`config.mk`:
```
export PLATFORM = sky130hd
export DESIGN_NAME = multicycle_control
export DESIGN_NICKNAME = d
export VERILOG_FILES = /design/src/rtl/multicycle_control_pkg.sv /design/src/rtl/multicycle_control_alu_decoder.sv /design/src/rtl/multicycle_control.sv
export SDC_FILE = /design/constraint.sdc
export NUM_CORES = 1
export LEC_CHECK = 0
export ABC_CLOCK_PERIOD_IN_PS = 3400
export BUFFER_PORTS_ARGS = -buffer_cell sky130_fd_sc_hd__buf_2
export CORE_MARGIN = 8
export CORE_UTILIZATION = 50
export CTS_CLUSTER_DIAMETER = 40
export DETAILED_ROUTE_END_ITERATION = 8
export GPL_ROUTABILITY_DRIVEN = 0
export PLACE_DENSITY = 0.84
export SLEW_MARGIN = 20
export SYNTH_ARGS = -nofsm -noshare
export SYNTH_HDL_FRONTEND = slang
export SYNTH_HIERARCHICAL = 1
export SYNTH_SLANG_ARGS = --single-unit
export TNS_END_PERCENT = 5
```
`constraint.sdc`:
```
create_clock -name Clk -period 3.4 [get_ports Clk]
set_input_delay 0.68 -clock Clk [delete_from_list [all_inputs] [get_ports Clk]]
set_output_delay 0.68 -clock Clk [all_outputs]
set_load 0.02 [all_outputs]
```
`src/rtl/multicycle_control_pkg.sv`:
```
// Shared definitions for the multicycle MIPS main controller.
//   - controller state encoding
//   - ALUOp request codes and ALU control codes driven to the ALU
//   - opcode and funct constants
//   - ALUSrcB / PCSrc select codes
// Optional feature macro MC_CTRL_BNE_EN (used in multicycle_control.sv) adds bne support.
package multicycle_control_pkg;

  typedef enum logic [3:0] {
    StFetch,
    StDecode,
    StMemAdr,
    StMemRd,
    StMemWb,
    StMemWr,
    StExec,
    StAluWb,
    StBranch,
    StAddiEx,
    StAddiWb,
    StJump
  } state_e;

  // Operation requested from the ALU decoder by the main FSM.
  typedef enum logic [1:0] {
    AluOpAdd   = 2'b00,
    AluOpSub   = 2'b01,
    AluOpFunct = 2'b10
  } alu_op_e;

  // ALU control codes.
  localparam logic [2:0] AluAdd = 3'b010;
  localparam logic [2:0] AluSub = 3'b110;
  localparam logic [2:0] AluAnd = 3'b000;
  localparam logic [2:0] AluOr  = 3'b001;
  localparam logic [2:0] AluSlt = 3'b111;

  // Opcodes.
  localparam logic [5:0] OpRType = 6'b000000;
  localparam logic [5:0] OpLw    = 6'b100011;
  localparam logic [5:0] OpSw    = 6'b101011;
  localparam logic [5:0] OpBeq   = 6'b000100;
  localparam logic [5:0] OpBne   = 6'b000101;
  localparam logic [5:0] OpAddi  = 6'b001000;
  localparam logic [5:0] OpJ     = 6'b000010;

  // R-type funct codes.
  localparam logic [5:0] FunctAdd = 6'b100000;
  localparam logic [5:0] FunctSub = 6'b100010;
  localparam logic [5:0] FunctAnd = 6'b100100;
  localparam logic [5:0] FunctOr  = 6'b100101;
  localparam logic [5:0] FunctSlt = 6'b101010;

  // ALUSrcB selects.
  localparam logic [1:0] SrcBReg   = 2'b00;
  localparam logic [1:0] SrcBOne   = 2'b01;
  localparam logic [1:0] SrcBImm   = 2'b10;
  localparam logic [1:0] SrcBImmSh = 2'b11;

  // PCSrc selects.
  localparam logic [1:0] PcSrcAlu    = 2'b00;
  localparam logic [1:0] PcSrcAluOut = 2'b01;
  localparam logic [1:0] PcSrcJump   = 2'b10;

endpackage

```
`src/rtl/multicycle_control_alu_decoder.sv`:
```
// ALU decoder: maps the FSM's ALUOp request plus the R-type funct field to the 3-bit ALU
// control code, and flags funct values that are not supported.
// Ports:
//   alu_op_i        ALUOp request (add / sub / from funct)
//   funct_i         instr[5:0]
//   alu_control_o   ALU control code; always one of the five legal codes
//   illegal_funct_o funct is not one of add/sub/and/or/slt (independent of alu_op_i)
module multicycle_control_alu_decoder
  import multicycle_control_pkg::*;
(
  input  alu_op_e    alu_op_i,
  input  logic [5:0] funct_i,
  output logic [2:0] alu_control_o,
  output logic       illegal_funct_o
);

  logic [2:0] funct_ctl;

  // Kept separate from the ALUOp mux so the illegal flag depends on funct only; the FSM reads
  // it while choosing ALUOp.
  always_comb begin
    illegal_funct_o = 1'b0;
    funct_ctl       = AluAdd;
    case (funct_i)
      FunctAdd: funct_ctl = AluAdd;
      FunctSub: funct_ctl = AluSub;
      FunctAnd: funct_ctl = AluAnd;
      FunctOr:  funct_ctl = AluOr;
      FunctSlt: funct_ctl = AluSlt;
      default:  illegal_funct_o = 1'b1;
    endcase
  end

  always_comb begin
    alu_control_o = AluAdd;
    case (alu_op_i)
      AluOpAdd:   alu_control_o = AluAdd;
      AluOpSub:   alu_control_o = AluSub;
      AluOpFunct: alu_control_o = funct_ctl;
      default:    alu_control_o = AluAdd;
    endcase
  end

endmodule

```
`src/rtl/multicycle_control.sv`:
```
// Multicycle MIPS main controller. Sequences fetch/decode/execute/memory/writeback from
// Op/Funct, gates PC/IR/register-file/memory enables and drives the ALU control code.
// Memory states stall on MemReady. Optional macro MC_CTRL_BNE_EN adds bne (000101).
// Ports:
//   Clk, ResetN   rising-edge clock, asynchronous active-low reset
//   Op, Funct     instruction fields from IR (valid from DECODE onward)
//   Zero          ALU zero flag
//   MemReady      memory completes the current access this cycle
//   MemReq/MemWrite/IorD                    memory interface controls
//   IRWrite/PCEn/RegWrite                   state enables
//   RegDst/MemtoReg/ALUSrcA/ALUSrcB/PCSrc   datapath selects
//   ALUControl    ALU operation code
//   IllegalOp     one-cycle pulse in DECODE on unsupported Op/Funct
module multicycle_control
  import multicycle_control_pkg::*;
#(
  parameter int unsigned OP_W    = 6,
  parameter int unsigned FUNCT_W = 6
) (
  input  logic               Clk,
  input  logic               ResetN,
  input  logic [OP_W-1:0]    Op,
  input  logic [FUNCT_W-1:0] Funct,
  input  logic               Zero,
  input  logic               MemReady,
  output logic               MemReq,
  output logic               MemWrite,
  output logic               IorD,
  output logic               IRWrite,
  output logic               RegDst,
  output logic               MemtoReg,
  output logic               RegWrite,
  output logic               ALUSrcA,
  output logic [1:0]         ALUSrcB,
  output logic [2:0]         ALUControl,
  output logic [1:0]         PCSrc,
  output logic               PCEn,
  output logic               IllegalOp
);

  state_e  state_q, state_d;
  alu_op_e alu_op;
  logic    illegal_funct;
  logic    branch_taken;

  multicycle_control_alu_decoder u_alu_decoder (
    .alu_op_i        (alu_op),
    .funct_i         (Funct),
    .alu_control_o   (ALUControl),
    .illegal_funct_o (illegal_funct)
  );

`ifdef MC_CTRL_BNE_EN
  assign branch_taken = (Op == OpBne) ? ~Zero : Zero;
`else
  assign branch_taken = Zero;
`endif

  always_ff @(posedge Clk or negedge ResetN) begin
    if (!ResetN) begin
      state_q <= StFetch;
    end else begin
      state_q <= state_d;
    end
  end

  always_comb begin
    state_d   = state_q;
    alu_op    = AluOpAdd;
    MemReq    = 1'b0;
    MemWrite  = 1'b0;
    IorD      = 1'b0;
    IRWrite   = 1'b0;
    RegDst    = 1'b0;
    MemtoReg  = 1'b0;
    RegWrite  = 1'b0;
    ALUSrcA   = 1'b0;
    ALUSrcB   = SrcBReg;
    PCSrc     = PcSrcAlu;
    PCEn      = 1'b0;
    IllegalOp = 1'b0;

    case (state_q)
      StFetch: begin
        MemReq  = 1'b1;
        ALUSrcB = SrcBOne;
        if (MemReady) begin
          IRWrite = 1'b1;
          PCEn    = 1'b1;
          state_d = StDecode;
        end
      end
      StDecode: begin
        // ALU precomputes the branch target while the opcode is decoded.
        ALUSrcB = SrcBImmSh;
        case (Op)
          OpLw, OpSw: state_d = StMemAdr;
          OpRType: begin
            if (illegal_funct) begin
              IllegalOp = 1'b1;
              state_d   = StFetch;
            end else begin
              state_d = StExec;
            end
          end
          OpBeq:  state_d = StBranch;
`ifdef MC_CTRL_BNE_EN
          OpBne:  state_d = StBranch;
`endif
          OpAddi: state_d = StAddiEx;
          OpJ:    state_d = StJump;
          default: begin
            IllegalOp = 1'b1;
            state_d   = StFetch;
          end
        endcase
      end
      StMemAdr: begin
        ALUSrcA = 1'b1;
        ALUSrcB = SrcBImm;
        state_d = (Op == OpSw) ? StMemWr : StMemRd;
      end
      StMemRd: begin
        MemReq = 1'b1;
        IorD   = 1'b1;
        if (MemReady) state_d = StMemWb;
      end
      StMemWb: begin
        MemtoReg = 1'b1;
        RegWrite = 1'b1;
        state_d  = StFetch;
      end
      StMemWr: begin
        MemReq   = 1'b1;
        MemWrite = 1'b1;
        IorD     = 1'b1;
        if (MemReady) state_d = StFetch;
      end
      StExec: begin
        ALUSrcA = 1'b1;
        alu_op  = AluOpFunct;
        state_d = StAluWb;
      end
      StAluWb: begin
        RegDst   = 1'b1;
        RegWrite = 1'b1;
        state_d  = StFetch;
      end
      StBranch: begin
        ALUSrcA = 1'b1;
        alu_op  = AluOpSub;
        PCSrc   = PcSrcAluOut;
        PCEn    = branch_taken;
        state_d = StFetch;
      end
      StAddiEx: begin
        ALUSrcA = 1'b1;
        ALUSrcB = SrcBImm;
        state_d = StAddiWb;
      end
      StAddiWb: begin
        RegWrite = 1'b1;
        state_d  = StFetch;
      end
      StJump: begin
        PCSrc   = PcSrcJump;
        PCEn    = 1'b1;
        state_d = StFetch;
      end
      default: state_d = StFetch;
    endcase

    // Asserting reset kills every output immediately, not just at the next edge.
    if (!ResetN) begin
      alu_op    = AluOpAdd;
      MemReq    = 1'b0;
      MemWrite  = 1'b0;
      IorD      = 1'b0;
      IRWrite   = 1'b0;
      RegDst    = 1'b0;
      MemtoReg  = 1'b0;
      RegWrite  = 1'b0;
      ALUSrcA   = 1'b0;
      ALUSrcB   = SrcBReg;
      PCSrc     = PcSrcAlu;
      PCEn      = 1'b0;
      IllegalOp = 1'b0;
    end
  end

endmodule

```
After elaboration in Yosys (flattened, before gate mapping)
Index checks and enable logic that the tools add are counted.
W data, S select, Z words.
{ "totals": {"register_bits": 4, "input_bits": 16, "out_inout_bits": 17} }
{ "classes": {"eq_ne": 26, "n_mux": 38, "n_reduce_logical": 11} }
{ "ops": {"columns": ["cell", "count"], "rows": [
  ["$eq A6 B6 Y1 const B", 7],
  ["$pmux W4 S7", 1],
  ["$mux W1", 21],
  ["$pmux W4 S5", 1],
  ["$eq A4 B3 Y1 const B", 4],
  ["$eq A4 B4 Y1 const B", 4],
  ["$mux W4", 3],
  ["$pmux W3 S4", 1],
  ["$reduce_or A5 Y1", 2],
  ["$eq A4 B2 Y1 const B", 2],
  ["$pmux W2 S2", 2],
  ["$eq A6 B2 Y1 const B", 1],
  ["$eq A6 B3 Y1 const B", 1],
  ["$eq A6 B4 Y1 const B", 1],
  ["$logic_not A6 Y1", 1],
  ["$mux W2", 3],
  ["$mux W3", 2],
  ["$ne A2 B2 Y1 const B", 3],
  ["$pmux W2 S3", 1],
  ["$pmux W3 S2", 1],
  ["$reduce_or A2 Y1", 3],
  ["$reduce_or A3 Y1", 2],
  ["$eq A4 B1 Y1 const B", 1],
  ["$logic_not A4 Y1", 1],
  ["6 further kinds", 6]
]} }

Depth between registers and ports, before layout
Gate-level depths: netlist of the first run.
{ "logic_depth": {"depth_word": 6, "depth_mapped": 7, "mapped_depth_nobuf": 7} }

Cells and area by module
The synthesis of the first run kept the hierarchy.
{ "modules_own_cells": {"columns": ["mod", "n_inst", "cells_per_inst", "area_per_inst_um2"], "rows": [
  ["multicycle_control", 1, 86, 606.8],
  ["multicycle_control_alu_decoder", 1, 18, 142.6]
]} }

Least setup slack after synthesis of the first run
Ideal clock, no wire load.
{ "synth_path": {"kind": "input -> output", "startpoint": "input ResetN", "endpoint": "output ALUControl[2]", "arrival_time_ps": 1972, "required_ps": 2720, "setup_slack_ps": 748, "path_stages": 6, "cell_sequence": "nand3b_1 > nor3_1 > inv_1 > ha_1 > nand4bb_1 > o22ai_1"} }
{ "synth_between": {"elab_chain_cells": 3, "word_cells_on_any_way": 4, "cone_classes": "2 x eq/ne; 2 x mux"} }
{ "synth_rtl": {"columns": ["item", "line_no", "text"], "rows": [
  ["start, declared", "multicycle_control.sv:21", "input logic ResetN,"],
  ["$mux W2 (*)", "multicycle_control.sv:174", "if (!ResetN) begin"],
  ["net alu_op[0]", "multicycle_control.sv:42", "alu_op_e alu_op;"],
  ["$eq A2 B2 Y1 or $eq A2 B1 Y1 (tied branches)", "multicycle_control_alu_decoder.sv:36", "case (alu_op_i)"],
  ["$pmux W3 S2 (*)", "multicycle_control_alu_decoder.sv:36", null],
  ["end, declared", "multicycle_control.sv:35", "output logic [2:0] ALUControl,"]
]} }
The timed path passes the listed nets; every way through them passes the cells marked *.

Final worst setup path of the first run
{ "layout_path": {"startpoint": "register state_q[2]", "endpoint": "output ALUControl[2]"} }
{ "layout_between": {"elab_chain_cells": 5, "word_cells_on_any_way": 7, "cone_classes": "4 x eq/ne; 3 x mux"} }
{ "layout_rtl": {"columns": ["item", "line_no", "text"], "rows": [
  ["start, declared", "multicycle_control.sv:41", "state_e state_q, state_d;"],
  ["start signal, assigned", "multicycle_control.sv:61", "state_q <= StFetch;"],
  ["start signal, assigned", "multicycle_control.sv:63", "state_q <= state_d;"],
  ["$eq A4 B4 Y1 or $eq A4 B3 Y1 (tied branches)", "multicycle_control.sv:83", "case (state_q)"],
  ["$pmux W2 S2 (*)", "multicycle_control.sv:83", null],
  ["$mux W2 (*)", "multicycle_control.sv:174", null],
  ["$eq A2 B2 Y1 or $eq A2 B1 Y1 (tied branches)", "multicycle_control_alu_decoder.sv:36", null],
  ["$pmux W3 S2 (*)", "multicycle_control_alu_decoder.sv:36", null]
]} }
Every way passes the cells marked *; elsewhere a longest branch is shown, timed or not.

==> results.sh, run 1 <==
export IMPL_largest_register_ffs=4
export IMPL_top_regs="state_q: 4 flops"
export IMPL_cp_required_ns=2.72
export IMPL_routed_top_layer="met4"
export IMPL_power_density_nw_per_um2=448
export IMPL_num_antenna_cells=0
export IMPL_core_um2=1450
export IMPL_skew_ns=0.00631
export IMPL_slew_headroom=0.663
export IMPL_route_met2_wl_um=1040
export IMPL_fmax_mhz=334
export IMPL_clkSlewWorstSetupHoldPaths_ns=0.04
export IMPL_start_util=0.515
export IMPL_ctsResizeCount=0
export IMPL_grt_pass1_wl_um=3350
export IMPL_tightest_slew_ns=0.506
export IMPL_netlist_area_um2=749
export IMPL_rows=14
export IMPL_clock_sink_count=4
export IMPL_synth_distinct_cells=41
export IMPL_synth_enable_flop_cells=0
export IMPL_grt_max_degree=17
export IMPL_reg2reg_from="state_q[1]"
export IMPL_yosys_warnings=6
export IMPL_grtUsageTotal=0.149
export IMPL_power_w=0.000404
export IMPL_fin_crit_sh=0.881
export IMPL_htreeDepth=1
export IMPL_final_max_slew_viol_count=0
export IMPL_final_hold_viol_count=0
export IMPL_worstSkewPairLatency_ns=0.24
export IMPL_crit_fanout=16
export IMPL_antenna_found_initial=0
export IMPL_vdd_drop_max_v=0.000214
export IMPL_n_fill_cell=133
export IMPL_regMostFlops="state_q"
export IMPL_cap_violations=0
export IMPL_wirelength_um=2140
export IMPL_syn_area_per_cell_um2=7.21
export IMPL_period_needed_ns=3.00
export IMPL_power_leakage_nw=0.417
export IMPL_startpoint_type="flip-flop"
export IMPL_rsz0062_at_grt="false"
export IMPL_cts_path_max_buffers=2
export IMPL_seq_area_frac_synth=0.134
export IMPL_synth_seq_cells=4
export IMPL_io_buffers=32
export IMPL_via_count=881
export IMPL_status="finished clean"
export IMPL_hold_buffers=0
export IMPL_gr_total_overflow=0
export IMPL_cts_tree="yes"
export IMPL_drt_iter0_drc=22
export IMPL_drc=0
export IMPL_viasPerCell=5.95
export IMPL_dr_pass1_iters=4
export IMPL_grt_pass1_vias=786
export IMPL_die_area_um2=2990
export IMPL_met1_length_um=905
export IMPL_final_core_util=0.620
export IMPL_cp_startpoint="state_q[2]"
export IMPL_synthFlopType="dfrtp_1"
export IMPL_hpwl_um=1700
export IMPL_cts_setup_buffers=0
export IMPL_dr_wl_met3_um=142
export IMPL_worst_hold_slack_ns=0.272
export IMPL_fin_setup_tns_ns=0
export IMPL_ant_nets=0
export IMPL_hold_class="input port to asynchronous set/reset pin"
export IMPL_syn_nets=122
export IMPL_ios=33
export IMPL_end_kind="primary output"
export IMPL_clockRootBuffer="clkbuf_4"
export IMPL_final_nets=152
export IMPL_synthCells=104
export IMPL_async_flop_share=1.00
export IMPL_cts_buffers=3
export IMPL_cp_arrival_ns=2.32
export IMPL_drive_gt1_frac=0.326
export IMPL_syn_to_final_growth_pct=20.4
export IMPL_die_w_um=54.7
export IMPL_path_class="flip-flop to primary output"
export IMPL_setup_viol=0
export IMPL_wl_per_cell_um=14.5
export IMPL_die_height_um=54.7
[cells in the mapped netlist, types with 3 or more instances]
cell | number | area [um2]
nor3_1 | 8 | 40.0
inv_1 | 3 | 11.3
dfrtp_1 | 4 | 100
nor2b_1 | 5 | 31.3
nand2_1 | 4 | 15.0
buf_2 | 4 | 20.0
nor2_1 | 16 | 60.1
nand2b_1 | 5 | 31.3
a21oi_1 | 6 | 30.0
nand4bb_1 | 3 | 33.8
o21ai_0 | 4 | 20.0
xor2_1 | 3 | 26.3
[cells by family after synthesis]
family	synth area share
xor gates and xnor gates	0.0351
DFF	0.134
and+or+nand+nor	0.474
buffers and inverters	0.0818
AOI/OAI and AO/OA	0.195
adders and majority gates	0.0334
muxes	0.0467
[metal layers]
| layer | vias up | global-route usage |
|---|---|---|
| li1 | 434 | - |
| met1 | 406 | 0.179 |
| met2 | 35 | 0.245 |
| met3 | 6 | 0.0190 |
| met4 | 0 | 0.0861 |
| met5 | - | 0 |
[final cells by class]
type | count | area [um2] | share of cell area
clock buffer | 3 | 22.5 | 0.0250
inverter | 3 | 11.3 | 0.0125
multi-input combinational | 90 | 588 | 0.652
sequential | 4 | 100 | 0.111
tap | 16 | 20.0 | 0.0222
timing repair buffer | 32 | 160 | 0.178
[layout by cell type (no fill, tap or decap), types with 3 or more instances in the layout]
| cell | netlist | routed |
|---|---|---|
| buf_2 | 4 | 32 |
| nor2_1 | 16 | 16 |
| nor3_1 | 8 | 8 |
| a21oi_1 | 6 | 6 |
| nand2b_1 | 5 | 5 |
| nor2b_1 | 5 | 5 |
| nand2_1 | 4 | 4 |
| o21ai_0 | 4 | 4 |
| dfrtp_1 | 4 | 4 |
| xor2_1 | 3 | 3 |
| clkbuf_4 | 0 | 3 |
| inv_1 | 3 | 3 |
| nand4bb_1 | 3 | 3 |
[critical path, cell delays in order (launching register included)]
cell and delay (ns):
dfrtp_1 0.54, nand3b_1 0.26, nor3_1 0.26, inv_1 0.08, ha_1 0.36, nand4bb_1 0.24
o22ai_1 0.14, buf_2 0.18
[per-stage QoR]
step                      area, um2  std cells  setup slack, ns
after global placement          880        145            0.563
final                           902        148            0.403
after detailed placement        880        145            0.465
after global routing            902        148            0.288
after floorplan                 749        104            0.748
after CTS                       902        148            0.426
[final timing paths]
path / to / slack, ns / cells past startpoint
hold reg to reg: state_q[0] / 0.66 / 1
hold / removal: state_q[1] / 0.27 / 1
max in group asynchronous: state_q[2] / 2.96 / 1
setup / recovery: ALUControl[2] / 0.40 / 7
min in group Clk: state_q[0] / 0.66 / 1
setup reg to reg: state_q[0] / 1.93 / 4
[where the power goes]
group / switching, W / internal [W]
registers: 0.0000448 / 0.0000592
clock network: 0.0000205 / 0.0000395
logic: 0.000138 / 0.000102
total: 0.000203 / 0.000201
(Power assumes the default switching activity.)
==> run 2, diff against run 1 <==
Settings changed: PLACE_DENSITY 0.84 to 0.9.
==> run 2 against run 1 <==
  * Clock skew decreased by 0.0029 ns
  * Sequential share of layout area decreased by 0.092 points
  * Critical endpoint is now ALUControl[0]
  * Power increased by 1.8%
  * Hold slack got worse by 0.0019 ns
  * Combinational power increased by 6%
  * Flip-flop and latch count unchanged
  * Largest power group unchanged
==> results.sh, run 2 (synthesized netlist as in run 1, its figures left out) <==
export IMPL_cts_tree="yes"
export IMPL_clkSlewWorstSetupHoldPaths_ns=0.04
export IMPL_fmax_mhz=343
export IMPL_rows=14
export IMPL_mostFrequentLayoutCells="buf_2 (32), nor2_1 (16), nor3_1 (8)"
export IMPL_path_cells="nand3b_1, nor3_1, inv_1, ha_1, nand4bb_1, a21oi_1, buf_2"
export IMPL_grt_pass1_wl_um=3590
export IMPL_placed_area_um2=887
export IMPL_rsz0062_at_grt="false"
export IMPL_power_frac_seq=0.230
export IMPL_power_w=0.000411
export IMPL_clockRootBuffer="clkbuf_4"
export IMPL_die_area_um2=2990
export IMPL_die_w_um=54.7
export IMPL_sw_frac_of_total=0.503
export IMPL_fin_setup_tns_ns=0
export IMPL_setup_viol=0
export IMPL_io_buffers=32
export IMPL_power_density_nw_per_um2=452
export IMPL_drc=0
export IMPL_wl_per_cell_um=14.6
export IMPL_period_needed_ns=2.92
export IMPL_worstSkewPairLatency_ns=0.24
export IMPL_dr_pass1_iters=4
export IMPL_startpoint_type="flip-flop"
export IMPL_power_leakage_nw=0.423
export IMPL_ctsResizeCount=0
export IMPL_antenna_found_initial=0
export IMPL_cp_arrival_ns=2.24
export IMPL_clock_sink_count=4
export IMPL_n_fill_cell=137
export IMPL_grtUsageTotal=0.160
export IMPL_cts_buffers=3
export IMPL_final_hold_viol_count=0
export IMPL_clockPowerShare=0.150
export IMPL_power_frac_comb=0.620
export IMPL_slew_headroom=0.690
export IMPL_skew_ns=0.00337
export IMPL_via_count=900
export IMPL_multi_input_area_um2=588
export IMPL_fin_crit_sh=0.859
export IMPL_cp_num_buf_inv=2
export IMPL_hold_class="input port to asynchronous set/reset pin"
export IMPL_grt_pass1_vias=921
export IMPL_worst_hold_slack_ns=0.270
export IMPL_wirelength_um=2170
export IMPL_cp_required_ns=2.72
export IMPL_drt_iter0_drc=30
export IMPL_drive_gt1_frac=0.331
export IMPL_cts_path_max_buffers=2
export IMPL_tightest_slew_ns=0.465
export IMPL_cap_violations=0
export IMPL_htreeDepth=1
export IMPL_regMostFlops="state_q"
export IMPL_start_util=0.515
export IMPL_viasPerCell=6.04
export IMPL_final_max_slew_viol_count=0
export IMPL_vdd_drop_max_v=0.000219
export IMPL_end_kind="primary output"
export IMPL_largest_register_ffs=4
export IMPL_num_antenna_cells=0
export IMPL_intPower_w=0.000204
export IMPL_switching_power_w=0.000207
export IMPL_cts_setup_buffers=0
export IMPL_gr_total_overflow=0
export IMPL_max_stage_delay_ns=0.59
export IMPL_path_class="flip-flop to primary output"
export IMPL_regArea_um2=100
export IMPL_hpwl_um=1740
export IMPL_final_core_util=0.626
export IMPL_status="finished clean"
export IMPL_grt_max_degree=17
export IMPL_core_um2=1450
export IMPL_syn_to_final_growth_pct=21.4
export IMPL_ant_nets=0
export IMPL_final_nets=153
export IMPL_critPathSlowestCell="dfrtp_1"
export IMPL_hold_buffers=0
export IMPL_final_common_cell="buf_2"
export IMPL_top_regs="state_q: 4 flops"
export IMPL_ios=33
export IMPL_die_height_um=54.7
export IMPL_crit_fanout=12
export IMPL_postLayoutCellArea_um2=910
export IMPL_crit_family="simple AND/OR/NAND/NOR gates"
==> run 2: area by class of cell <==
type | count | area share
Clock buffer | 3 | 0.0248
Timing Repair Buffer | 33 | 0.184
Sequential cell | 4 | 0.110
Tap cell | 16 | 0.0220
Inverter | 3 | 0.0124
Multi-Input combinational cell | 90 | 0.646
==> run 2: power by group through the flow <==
stage | clock network [W] | logic, W | registers (W)
floorplan | 0 | 0.000220 | 0.0000706
global placement | 0 | 0.000246 | 0.0000939
detailed placement | 0 | 0.000255 | 0.0000944
CTS | 0.0000649 | 0.000256 | 0.0000938
global route | 0.0000651 | 0.000285 | 0.0000997
finish | 0.0000616 | 0.000255 | 0.0000947
==> run 2: path summary, 6_finish.rpt <==
| check | endpoint | cells after the start | startpoint | slack, ns |
|---|---|---|---|---|
| worst max-delay path | ALUControl[0] | 7 | state_q[3] | 0.48 |
| worst min-delay path | state_q[1] | 1 | ResetN | 0.27 |
| worst max register to register | state_q[0] | 4 | state_q[1] | 1.95 |
| worst min register to register | state_q[3] | 2 | state_q[2] | 0.66 |
| max in group asynchronous | state_q[0] | 1 | ResetN | 2.96 |
| min in group Clk | state_q[3] | 2 | state_q[2] | 0.66 |
==> run 2: metal layers <==
layer,vias to the layer above,track usage,part of all wire
met5,-,0,0
met4,0,0.135,0.021
met3,4,0.0190,0.066
met2,37,0.285,0.52
met1,420,0.160,0.39
li1,439,-,-
==> run 2: through the flow <==
| stage | setup slack, ns | cells |
|---|---|---|
| after floorplan | 0.748 | 104 |
| after global placement | 0.552 | 146 |
| after detailed placement | 0.483 | 146 |
| after CTS | 0.475 | 149 |
| after global routing | 0.226 | 149 |
| final | 0.481 | 149 |
==> run 3, diff against run 2 <==
Settings changed: BUFFER_PORTS_ARGS -buffer_cell sky130_fd_sc_hd__buf_2 to unset, CORE_AREA set to 2 2 39 41, CORE_MARGIN 8 to unset, CORE_UTILIZATION 50 to unset, DIE_AREA set to 0 0 41 43, DONT_BUFFER_PORTS set to 1, PLACE_DENSITY 0.9 to 0.78.
==> run 3 against run 2 <==
  * Via count decreased by 15%
  * Critical endpoint is now ALUControl[2]
  * Clock-buffer cell count stayed put
  * Maximum frequency fell by 0.27%
  * Cell count fell by 19%
  * Sequential power shrank 1%
  * Non-clock buffer count decreased by 29
  * Hold slack worse by 0.14 ns
  * Utilization is 6.8 points lower
  * Critical path depth is 1 higher
  * Combinational power fell by 18%
  * Clock power decreased by 3%
  * Sequential share of layout area rose by 2.0 points
==> results.sh, run 3 (synthesized netlist as in run 1, its figures left out) <==
export IMPL_regMostFlops="state_q"
export IMPL_grt_pass1_vias=684
export IMPL_io_buffers=0
export IMPL_hold_class="input port to asynchronous set/reset pin"
export IMPL_final_hold_viol_count=0
export IMPL_rsz0062_at_grt="false"
export IMPL_top_regs="state_q: 4 flops"
export IMPL_viasPerCell=6.38
export IMPL_path_cells="nand3b_1, nor3_1, buf_4, inv_1, ha_1, nand4bb_1, o22ai_1, buf_4"
export IMPL_slew_headroom=0.523
export IMPL_cap_violations=0
export IMPL_grtUsageTotal=0.226
export IMPL_clock_sink_count=4
export IMPL_max_stage_delay_ns=0.59
export IMPL_setup_slack_ns=0.473
export IMPL_intPower_w=0.000181
export IMPL_crit_family="flip-flops"
export IMPL_cp_num_buf_inv=3
export IMPL_grt_pass1_wl_um=2770
export IMPL_drive_gt1_frac=0.144
export IMPL_cp_arrival_ns=2.25
export IMPL_multi_input_area_um2=588
export IMPL_die_area_um2=1760
export IMPL_drc=0
export IMPL_cts_setup_buffers=0
export IMPL_htreeDepth=1
export IMPL_cts_buffers=3
export IMPL_power_frac_comb=0.576
export IMPL_crit_fanout=12
export IMPL_worstSkewPairLatency_ns=0.24
export IMPL_power_frac_seq=0.258
export IMPL_die_height_um=43
export IMPL_final_max_slew_viol_count=0
export IMPL_hpwl_um=1330
export IMPL_hold_buffers=0
export IMPL_gr_total_overflow=0
export IMPL_core_um2=1380
export IMPL_ctsResizeCount=0
export IMPL_end_kind="primary output"
export IMPL_skew_ns=0.00648
export IMPL_worst_hold_slack_ns=0.134
export IMPL_postLayoutCellArea_um2=772
export IMPL_via_count=765
export IMPL_power_density_nw_per_um2=469
export IMPL_cp_required_ns=2.72
export IMPL_final_common_cell="nor2_1"
export IMPL_clockPowerShare=0.166
export IMPL_n_fill_cell=138
export IMPL_clockRootBuffer="clkbuf_4"
export IMPL_clkSlewWorstSetupHoldPaths_ns=0.04
export IMPL_final_core_util=0.558
export IMPL_dr_pass1_iters=4
export IMPL_period_needed_ns=2.93
export IMPL_wirelength_um=1700
export IMPL_ant_nets=0
export IMPL_fin_crit_sh=0.861
export IMPL_tightest_slew_ns=0.711
export IMPL_fin_setup_tns_ns=0
export IMPL_die_w_um=41
export IMPL_power_leakage_nw=0.293
export IMPL_num_antenna_cells=0
export IMPL_path_class="flip-flop to primary output"
export IMPL_critPathSlowestCell="dfrtp_1"
export IMPL_startpoint_type="flip-flop"
export IMPL_ios=33
export IMPL_final_nets=124
export IMPL_status="finished clean"
export IMPL_placed_area_um2=749
export IMPL_fmax_mhz=342
export IMPL_place_ws_ns=0.698
export IMPL_regArea_um2=100
export IMPL_grt_max_degree=17
export IMPL_mostFrequentLayoutCells="nor2_1 (16), nor3_1 (8), a21oi_1 (6)"
export IMPL_cts_tree="yes"
export IMPL_cts_path_max_buffers=2
export IMPL_cp_common_cell="buf_4"
export IMPL_setup_viol=0
export IMPL_drt_iter0_drc=31
export IMPL_antenna_found_initial=0
export IMPL_syn_to_final_growth_pct=3.00
export IMPL_rows=14
export IMPL_largest_register_ffs=4
export IMPL_wl_per_cell_um=14.2
export IMPL_vdd_drop_max_v=0.000199
export IMPL_switching_power_w=0.000181
export IMPL_sw_frac_of_total=0.499
export IMPL_start_util=0.542
[run 3: cell types whose count changed in the layout (fill, tap and decap cells not counted), sizes merged]
| cell | previous run | this run |
|---|---|---|
| buf | 33 | 4 |
[run 3: path summary, 6_finish.rpt]
| check | startpoint | to | slack, ns | cells after the start |
|---|---|---|---|---|
| worst max-delay path | state_q[3] | ALUControl[2] | 0.47 | 8 |
| worst min-delay path | ResetN | state_q[0] | 0.13 | 0 |
| worst max register to register | state_q[1] | state_q[0] | 1.96 | 4 |
| worst min register to register | state_q[3] | state_q[0] | 0.66 | 1 |
| max in group asynchronous | ResetN | state_q[3] | 3.19 | 0 |
| min in group Clk | state_q[3] | state_q[0] | 0.66 | 1 |
[run 3: power groups by stage]
stage	registers, W	logic (W)	clock network (W)
global placement	0.0000949	0.000206	0
global route	0.0000967	0.000232	0.0000651
detailed placement	0.0000933	0.000209	0
CTS	0.0000928	0.000210	0.0000609
finish	0.0000935	0.000209	0.0000600
floorplan	0.0000706	0.000220	0
[run 3: final cells by class]
| class | instances | area share |
|---|---|---|
| clock buffer | 3 | 0.0292 |
| inverter | 3 | 0.0146 |
| multi-input combinational | 90 | 0.762 |
| sequential | 4 | 0.130 |
| tap | 16 | 0.0259 |
| timing repair buffer | 4 | 0.0389 |
[run 3: per-stage QoR]
step                      total power, W  cells
final                           0.000362    120
after floorplan                 0.000291    104
after global placement          0.000301    117
after detailed placement        0.000303    117
after global routing            0.000394    120
after CTS                       0.000364    120
[run 3: metal layers]
layer  vias up  routed length, um  share of wire  global-route usage
met1       350                711           0.42               0.289
met4         0                 21          0.012               0.100
met5         -                  0              0                   0
met3         2                157          0.092              0.0628
met2        30                813           0.48               0.338
li1        383                  -              -                   -
